<file path="src/rtl/regfile_wb_arbiter_pkg.sv">
// Shared constants and types for the RegFile writeback arbiter and its scoreboard.
// Optional forwarding outputs are enabled by defining REGFILE_WB_FWD_EN.
package regfile_wb_arbiter_pkg;

    localparam int REG_IDX_W    = 5;
    localparam int REG_ZERO     = 0;
    localparam int XLEN_DEFAULT = 32;

    typedef logic [REG_IDX_W-1:0] reg_idx_t;

    typedef enum logic {
        WB_REQ_A = 1'b0,
        WB_REQ_B = 1'b1
    } wb_req_e;

    function automatic logic is_zero_reg(input reg_idx_t idx);
        return idx == reg_idx_t'(REG_ZERO);
    endfunction

endpackage

</file>
<file path="src/rtl/regfile_wb_arbiter_wb_scoreboard.sv">
// Pending-destination scoreboard: allocation, clear on RegFile write, busy lookups.
// With REGFILE_WB_FWD_EN, the write in flight is forwarded and masks busy.
module wb_scoreboard
    import regfile_wb_arbiter_pkg::*;
#(
    parameter int NREGS = 32,
    parameter int XLEN  = XLEN_DEFAULT
) (
    input  logic                 clk,
    input  logic                 reset,
    input  logic                 alloc_val_i,
    input  logic [REG_IDX_W-1:0] alloc_idx_i,
    output logic                 alloc_rdy_o,
    input  logic [REG_IDX_W-1:0] rs1_idx_i,
    input  logic [REG_IDX_W-1:0] rs2_idx_i,
    output logic                 rs1_busy_o,
    output logic                 rs2_busy_o,
    input  logic                 wr_en_i,
    input  logic [REG_IDX_W-1:0] wr_idx_i,
    input  logic [XLEN-1:0]      wr_data_i
`ifdef REGFILE_WB_FWD_EN
    ,
    output logic                 rs1_fwd_val_o,
    output logic                 rs2_fwd_val_o,
    output logic [XLEN-1:0]      rs1_fwd_data_o,
    output logic [XLEN-1:0]      rs2_fwd_data_o
`endif
);

    logic [NREGS-1:0] pending_q, pending_d;
    logic             rs1_pend, rs2_pend;

    assign alloc_rdy_o = !pending_q[alloc_idx_i] || is_zero_reg(alloc_idx_i);
    assign rs1_pend    = pending_q[rs1_idx_i] && !is_zero_reg(rs1_idx_i);
    assign rs2_pend    = pending_q[rs2_idx_i] && !is_zero_reg(rs2_idx_i);

    // NOTE: combinational blocks assign a default first so no path leaves a latch.
    always_comb begin
        pending_d = pending_q;
        if (wr_en_i)
            pending_d[wr_idx_i] = 1'b0;
        // Applied after the clear so a same-edge allocation of the written index wins.
        if (alloc_val_i && alloc_rdy_o && !is_zero_reg(alloc_idx_i))
            pending_d[alloc_idx_i] = 1'b1;
    end

    // NOTE: sequential state uses non-blocking assignments only.
    always_ff @(posedge clk) begin
        if (reset) pending_q <= '0;
        else       pending_q <= pending_d;
    end

`ifdef REGFILE_WB_FWD_EN
    assign rs1_fwd_val_o  = wr_en_i && (wr_idx_i == rs1_idx_i) && !is_zero_reg(rs1_idx_i);
    assign rs2_fwd_val_o  = wr_en_i && (wr_idx_i == rs2_idx_i) && !is_zero_reg(rs2_idx_i);
    assign rs1_fwd_data_o = wr_data_i;
    assign rs2_fwd_data_o = wr_data_i;
    assign rs1_busy_o     = rs1_pend && !rs1_fwd_val_o;
    assign rs2_busy_o     = rs2_pend && !rs2_fwd_val_o;
`else
    // The registered write is not yet in RegFile, so busy holds through the RegWEn cycle.
    assign rs1_busy_o = rs1_pend;
    assign rs2_busy_o = rs2_pend;
`endif

endmodule

</file>
<file path="src/rtl/regfile_wb_arbiter.sv">
// Two-requester arbiter for the single RegFile write port, with starvation guard and one write register.
// Define REGFILE_WB_FWD_EN to add rsN_fwd_val/rsN_fwd_data forwarding outputs.
module regfile_wb_arbiter
    import regfile_wb_arbiter_pkg::*;
#(
    parameter int XLEN       = XLEN_DEFAULT,
    parameter int NREGS      = 32,
    parameter int STARVE_MAX = 4
) (
    input  logic                 clk,
    input  logic                 reset,
    input  logic                 a_val,
    output logic                 a_rdy,
    input  logic [REG_IDX_W-1:0] a_idx,
    input  logic [XLEN-1:0]      a_data,
    input  logic                 b_val,
    output logic                 b_rdy,
    input  logic [REG_IDX_W-1:0] b_idx,
    input  logic [XLEN-1:0]      b_data,
    input  logic                 alloc_val,
    input  logic [REG_IDX_W-1:0] alloc_idx,
    output logic                 alloc_rdy,
    input  logic [REG_IDX_W-1:0] rs1_idx,
    input  logic [REG_IDX_W-1:0] rs2_idx,
    output logic                 rs1_busy,
    output logic                 rs2_busy,
    output logic                 RegWEn,
    output logic [REG_IDX_W-1:0] RegWriteIndex,
    output logic [XLEN-1:0]      RegWriteData
`ifdef REGFILE_WB_FWD_EN
    ,
    output logic                 rs1_fwd_val,
    output logic                 rs2_fwd_val,
    output logic [XLEN-1:0]      rs1_fwd_data,
    output logic [XLEN-1:0]      rs2_fwd_data
`endif
);

    localparam int                CNT_W   = $clog2(STARVE_MAX + 1);
    localparam logic [CNT_W-1:0]  CNT_MAX = CNT_W'(STARVE_MAX);

    logic [CNT_W-1:0]     starve_q, starve_d;
    logic                 b_prio;
    logic                 xfer;
    wb_req_e              sel;
    logic [REG_IDX_W-1:0] sel_idx;
    logic [XLEN-1:0]      sel_data;

    logic                 wen_q, wen_d;
    logic [REG_IDX_W-1:0] widx_q, widx_d;
    logic [XLEN-1:0]      wdata_q, wdata_d;

    always_comb begin
        b_prio = b_val && (starve_q == CNT_MAX);
        a_rdy  = a_val && !b_prio;
        b_rdy  = b_val && (b_prio || !a_val);
        xfer   = a_rdy || b_rdy;
        sel    = b_rdy ? WB_REQ_B : WB_REQ_A;

        sel_idx  = (sel == WB_REQ_B) ? b_idx  : a_idx;
        sel_data = (sel == WB_REQ_B) ? b_data : a_data;

        starve_d = starve_q;
        if (!b_val || b_rdy)
            starve_d = '0;
        else if (starve_q != CNT_MAX)
            starve_d = starve_q + 1'b1;

        // A handshake to x0 completes but never reaches RegFile.
        wen_d   = xfer && !is_zero_reg(sel_idx);
        widx_d  = xfer ? sel_idx  : widx_q;
        wdata_d = xfer ? sel_data : wdata_q;
    end

    always_ff @(posedge clk) begin
        if (reset) begin
            starve_q <= '0;
            wen_q    <= 1'b0;
            widx_q   <= '0;
            wdata_q  <= '0;
        end else begin
            starve_q <= starve_d;
            wen_q    <= wen_d;
            widx_q   <= widx_d;
            wdata_q  <= wdata_d;
        end
    end

    assign RegWEn        = wen_q;
    assign RegWriteIndex = widx_q;
    assign RegWriteData  = wdata_q;

    wb_scoreboard #(
        .NREGS (NREGS),
        .XLEN  (XLEN)
    ) u_scoreboard (
        .clk            (clk),
        .reset          (reset),
        .alloc_val_i    (alloc_val),
        .alloc_idx_i    (alloc_idx),
        .alloc_rdy_o    (alloc_rdy),
        .rs1_idx_i      (rs1_idx),
        .rs2_idx_i      (rs2_idx),
        .rs1_busy_o     (rs1_busy),
        .rs2_busy_o     (rs2_busy),
        .wr_en_i        (wen_q),
        .wr_idx_i       (widx_q),
        .wr_data_i      (wdata_q)
`ifdef REGFILE_WB_FWD_EN
        ,
        .rs1_fwd_val_o  (rs1_fwd_val),
        .rs2_fwd_val_o  (rs2_fwd_val),
        .rs1_fwd_data_o (rs1_fwd_data),
        .rs2_fwd_data_o (rs2_fwd_data)
`endif
    );

endmodule

</file>
<file path="config.mk">
export PLATFORM = sky130hd
export DESIGN_NAME = regfile_wb_arbiter
export DESIGN_NICKNAME = d
export VERILOG_FILES = /design/src/rtl/regfile_wb_arbiter_pkg.sv /design/src/rtl/regfile_wb_arbiter_wb_scoreboard.sv /design/src/rtl/regfile_wb_arbiter.sv
export SDC_FILE = /design/constraint.sdc
export NUM_CORES = 1
export LEC_CHECK = 0
export BUFFER_PORTS_ARGS = -buffer_cell sky130_fd_sc_hd__buf_2
export CELL_PAD_IN_SITES_DETAIL_PLACEMENT = 1
export CELL_PAD_IN_SITES_GLOBAL_PLACEMENT = 1
export CORE_ASPECT_RATIO = 0.5
export CORE_MARGIN = 4
export CORE_UTILIZATION = 38
export CTS_CLUSTER_SIZE = 25
export DETAILED_ROUTE_END_ITERATION = 8
export PLACE_DENSITY_LB_ADDON = 0.2
export RECOVER_POWER = 25
export SLEW_MARGIN = 30
export SYNTH_ARGS = -nofsm -noshare
export SYNTH_HDL_FRONTEND = slang
export SYNTH_SLANG_ARGS = --single-unit
</file>
<file path="constraint.sdc">
create_clock -name clk -period 2.7 [get_ports clk]
set_clock_uncertainty 0.15 [all_clocks]
set_input_delay 0.27 -clock clk [delete_from_list [all_inputs] [get_ports clk]]
set_output_delay 0.27 -clock clk [all_outputs]
set_load 0.005 [all_outputs]
</file>
After elaboration in Yosys (flattened, before gate mapping) --
Index checks and enable logic that the tools add are counted.
Cells by class: add/sub/neg operators 1, order comparisons 6, reductions and logical operators 27, equality and inequality tests 2, bitwise operators 3, mux-type cells 15
Operator list (number):
- $mux W32 | 3
- $and A32 B32 Y32 | 1
- $not A32 Y32 | 1
- $or A32 B32 Y32 | 1
- $lt A5 B6 Y1 const B | 4
- $logic_not A5 Y1 | 4
- $bmux W1 S5 | 3
- $demux W1 S5 | 2
- $ge A5 B1 Y1 const B | 2
- $logic_and A1 B1 Y1 | 10
- $logic_not A1 Y1 | 8
- $mux W1 | 6
- $mux W5 | 1
- $logic_or A1 B1 Y1 | 4
- $add A3 B1 Y3 const B | 1
- $eq A3 B3 Y1 const B | 1
- $ne A3 B3 Y1 const B | 1
- $reduce_or A2 Y1 | 1
Storage, ports and cells: word-level logic and storage cells 59, register bits 73, output and inout port bits 43, input bits 94

Longest topological paths before layout --
depth after elaboration 9, mapped depth 8, gate-level depth less buffers 7

Modules after synthesis --
From an unflattened synthesis, not the netlist that was laid out.
Second synthesis, totals: cell total of the unflattened synthesis 462, area, all modules 4311.6 um^2
By module, submodules not included:
- wb_scoreboard | area each 2363.5 um^2, cells an instance 266, times used 1, seq. area each 640.6 um^2
- regfile_wb_arbiter | area each 1948.1 um^2, cells an instance 196, times used 1, seq. area each 820.8 um^2

Least setup slack after synthesis --
No wires, ideal clock.
path type in2out, start point in alloc_idx[0], end point out alloc_rdy, cell stages on the path 7, data required time 2.280 ns, path buffers 3, data arrival time 1.752 ns, setup slack 0.528 ns, cells stage by stage buf_6 -> buf_8 -> mux4_2 -> a32oi_1 -> nand4_2 -> buf_6 -> o21ai_0
On the way: word-level cells in the longest chain between the ends 4
RTL lines:
- from (decl) | RTL line regfile_wb_arbiter.sv:21 | input logic [REG_IDX_W-1:0] alloc_idx,
- $bmux W1 S5 | RTL line regfile_wb_arbiter_wb_scoreboard.sv:33 | assign alloc_rdy_o = !pending_q[alloc_idx_i] || is_zero_reg(alloc_idx_i);
- $mux W1 (implied by the code) | RTL line regfile_wb_arbiter_wb_scoreboard.sv:33
- $logic_not A1 Y1 | RTL line regfile_wb_arbiter_wb_scoreboard.sv:33
- $logic_or A1 B1 Y1 * | RTL line regfile_wb_arbiter_wb_scoreboard.sv:33
- to (decl) | RTL line regfile_wb_arbiter.sv:22 | output logic alloc_rdy,
Mark *: on every way between the ends. The rest lies on a longest branch, timed or not. The select of a mux whose other input is x is not followed.

Final worst setup path --
start point reg u_scoreboard.pending_q[19], end point out alloc_rdy
On the way: word-level cells in the longest chain between the ends 4
RTL lines:
- from (decl) | RTL line regfile_wb_arbiter_wb_scoreboard.sv:30 | logic [NREGS-1:0] pending_q, pending_d;
- from (signal assigned) | RTL line regfile_wb_arbiter_wb_scoreboard.sv:50 | else pending_q <= pending_d;
- $bmux W1 S5 | RTL line regfile_wb_arbiter_wb_scoreboard.sv:33
- $mux W1 (implied by the code) | RTL line regfile_wb_arbiter_wb_scoreboard.sv:33
- $logic_not A1 Y1 | RTL line regfile_wb_arbiter_wb_scoreboard.sv:33
- $logic_or A1 B1 Y1 | RTL line regfile_wb_arbiter_wb_scoreboard.sv:33
No other way between the ends. The select of a mux whose other input is x is not followed.

==> Implementation_results.wiki <==
{| class="wikitable"
! Metric !! Value
|-
| Antenna violations before repair || 0
|-
| IO Port Bufs || 136
|-
| Total area of multi-input combinational cells || 2663 sq um
|-
| Yosys cell types || 42
|-
| Number of vias per cell after detailed routing || 5.669
|-
| Power per cell area || 516.7 nW/um^2
|-
| Layout fillers || 1297
|-
| Source-to-sink clock delay at the later pin of the worst-skew pair || 0.33 ns
|-
| Wire length of the first global-routing pass || 23.20 mm
|-
| Critical path class || reg -> out
|-
| Synth warnings || 0
|-
| Instance count on the critical path || 5
|-
| Post-Syn Area || 4323 sq um
|-
| Deepest clock path buffer count || 2
|-
| Shortest period the worst path allows || 2.307 ns
|-
| Total overflow reported by the global router || 0
|-
| Relative slew slack || 13.72%
|-
| Ant. Diodes || 0
|-
| Critical path data arrival time || 1.89 ns
|-
| Clock transition at the register clock pins on the worst setup and hold paths after CTS || 0.06 ns
|-
| Worst-Margin Slew || 1.294 ns
|-
| Post-layout net count || 659
|-
| Clock buffers created by TritonCTS || 9
|-
| Area share of the largest cell type after synthesis || 33.81%
|-
| Crit Path Max Fanout || 4
|-
| Max_cap viols || 0
|-
| Fraction of the cycle the final worst path needs || 85.44%
|-
| Clock share of power || 42.7%
|-
| Wire length per cell || 19.70 um
|-
| Total cell area at the placement stage || 5080 sq um
|-
| Register bit total from synthesis || 73
|-
| Worst Hold Depth || 3
|-
| Top post-synthesis cells by count || 73 x dfxtp_1, 45 x nor2_1, 40 x mux2i_1
|-
| Delay contributed by the slowest stage of the critical path || 0.48 ns
|-
| Area inside the core boundary || 11050 sq um
|-
| Number of flops mapped to enable cells by yosys || 0
|-
| Fmax || 0.4335 GHz
|-
| Initial core utilization || 39.13%
|-
| Hold bufs inserted after CTS || 0
|-
| Internal power of the cells || 2028 uW
|-
| Global-route total usage across every layer || 21.39%
|-
| Async SR Flop Fraction || 0%
|-
| Part of the total power dissipated in combinational logic || 14.9%
|-
| Net count of the mapped netlist || 545
|-
| Clock tree from TritonCTS || built
|-
| Final estimated routing congestion in global placement || 0.8148
|-
| Sequential share of power || 42.5%
|-
| Detailed placer's ending HPWL || 10.48 mm
|-
| Width of the die || 158.8 um
|-
| Hold Fails Final Rpt || 0
|-
| Worst voltage drop across the vdd grid || 311.9 uV
|-
| H-tree levels || 3
|-
| Cell with the most instances after synthesis || dfxtp_1
|-
| Post-route cell area || 5349 sq um
|-
| Worst setup EP type || output pin
|-
| Via count || 4042
|-
| Post-CTS repair timing setup buffer count || 0
|-
| Outcome || finished, final reports clean
|-
| Number of pins exceeding their max-slew limit in the final report || 0
|-
| CTS resizes || 0
|-
| Worst hold path type || in -> reg
|-
| 1st-iter DRT viols || 252
|-
| Critical Path Slowest Stage Cell || mux4_2
|-
| Row Count || 27
|-
| Final setup vio count || 0
|-
| CP Data Required Time || 2.28 ns
|-
| First-pass detailed-route iteration total || 4
|-
| Net switching power figure || 735.6 uW
|-
| Cell type contributing the most total cell area after synthesis || dfxtp_1
|-
| Proportion of total power due to net switching || 26.61%
|-
| Cell types occupying the most area after synthesis || dfxtp_1 34%, mux2i_1 9.3%, mux4_2 7.8%, a211oi_1 6.4%, nand3b_1 4.5%
|-
| Boundary Pins || 137
|-
| Element type at the critical path start || register
|-
| Share of post-route cells with drive strength above 1 || 32.04%
|-
| Area grow syn2layout || 23.73%
|-
| Register Area || 1461 sq um
|-
| Count of antenna-violating nets left after detailed routing || 0
|-
| Die footprint || 13250 sq um
|-
| Top Family by Delay on Critical Path || multiplexers
|-
| Critical path buffer and inverter count || 1
|-
| Die span in y || 83.42 um
|-
| Clock tree root driver cell || clkbuf_16
|-
| Worst R2R Path Depth || 5
|-
| Number of cells produced by synthesis || 449
|-
| Sink Count || 73
|-
| Sequential-to-total area share from yosys stat || 33.81%
|-
| Maximum number of pins on one net before global-route repair || 47
|-
| Cell Chain, Critical Path || mux4_2, a32oi_1, nand4_2, o21ai_0, buf_2
|-
| Vias in the first global route || 4282
|-
| Syn avg cell area || 9.628 sq um
|-
| Routed Wire Length || 14.04 mm
|-
| Setup repair after global routing missed its margin || no
|-
| Leakage power summed over all cells || 0.002222 uW
|-
| Ys flop type || dfxtp_1
|-
| Number of remaining DRC errors || 0
|-
| Total negative slack || 0 ns
|}
[power by group through the flow]
stage | combinational [uW] | sequential (uW) | clock, uW
floorplan | 244 | 1180 | 0
global placement | 409 | 1190 | 0
detailed placement | 419 | 1190 | 0
CTS | 420 | 1170 | 1210
global route | 456 | 1180 | 1270
finish | 411 | 1170 | 1180
[final timing paths]
check	startpoint	to	slack (ns)
worst max-delay path	u_scoreboard.pending_q[19]$_SDFF_PP0_	alloc_rdy	0.39
worst min-delay path	a_data[7]	RegWriteData[7]$_SDFFE_PP0P_	0.07
worst max register to register	u_scoreboard.pending_q[19]$_SDFF_PP0_	u_scoreboard.pending_q[5]$_SDFF_PP0_	0.58
worst min register to register	u_scoreboard.pending_q[0]$_SDFF_PP0_	u_scoreboard.pending_q[0]$_SDFF_PP0_	0.33
[final cells by class]
cell class,count,share of cell area (%)
inverter,7,0.4912
sequential,73,27.32
tap,145,3.392
clock inverter,7,1.333
clock buffer,9,4.211
timing repair buffer,145,13.47
multi-input combinational,327,49.78
[kinds of logic (layout without fill, tap and decap cells)]
kind of cell	after synthesis	after routing	synth area share (%)
flops	73	73	33.81
fa+ha+maj	2	2	0.5788
simple gates	151	151	19.07
compound gates	107	107	19.88
buf+inv	49	168	5.065
mux	67	67	21.59
[layer usage]
layer  routed length [um]  global-route usage (%)  up-vias
met5                    0                       0        -
met3                 1156                   7.288       12
met1                 6239                   27.26     1956
met4                  148                   4.961        0
li1                     -                       -     1941
met2                 6499                   35.26      133
[per-stage QoR]
stage	total power, uW	hold slack, ns	setup WS, ns	std cells	util, %
2_1_floorplan	1427	0.2725	0.5282	449	-
3_3_place_gp	1602	0.3115	0.3754	697	45.98
3_5_place_dp	1612	0.3275	0.2856	697	45.98
4_1_cts	2803	0.05600	0.3891	713	48.67
5_1_grt	2905	0.05937	0.2595	713	48.42
6_report	2764	0.06666	0.3932	713	48.42
[state kept, by name, indices dropped and copies added (netlist names)]
signal and flops:
RegWEn 1, RegWriteData 32, RegWriteIndex 5, starve_q 3, u_scoreboard.pending_q 32
[layout by cell type (no fill, tap or decap), types with 3 or more instances in the layout]
master	netlist	final
buf_2	1	116
dfxtp_1	73	73
nor2_1	45	45
mux2i_1	40	40
a211oi_1	37	37
nand3b_1	26	26
nand2_1	24	23
o21ai_0	19	19
nor2b_1	18	18
o41ai_1	18	18
clkbuf_1	32	18
mux4_2	15	15
nand2b_1	9	9
o41ai_2	9	9
clkbuf_16	0	9
mux2_2	8	8
buf_4	0	8
inv_1	7	7
a21oi_1	7	7
nor3b_1	5	5
mux4_1	4	4
nand3_1	4	4
o31ai_1	4	4
nor3_1	3	3
and3b_1	3	3
a32oi_1	3	3
or3_1	3	3
and2_1	3	3
or3b_2	3	3
clkinvlp_4	0	3
[worst min-delay path, stage by stage]
cell	delay, ns
buf_2	0.09
nor2_1	0.09
a211oi_1	0.05
(Power assumes the default switching activity.)
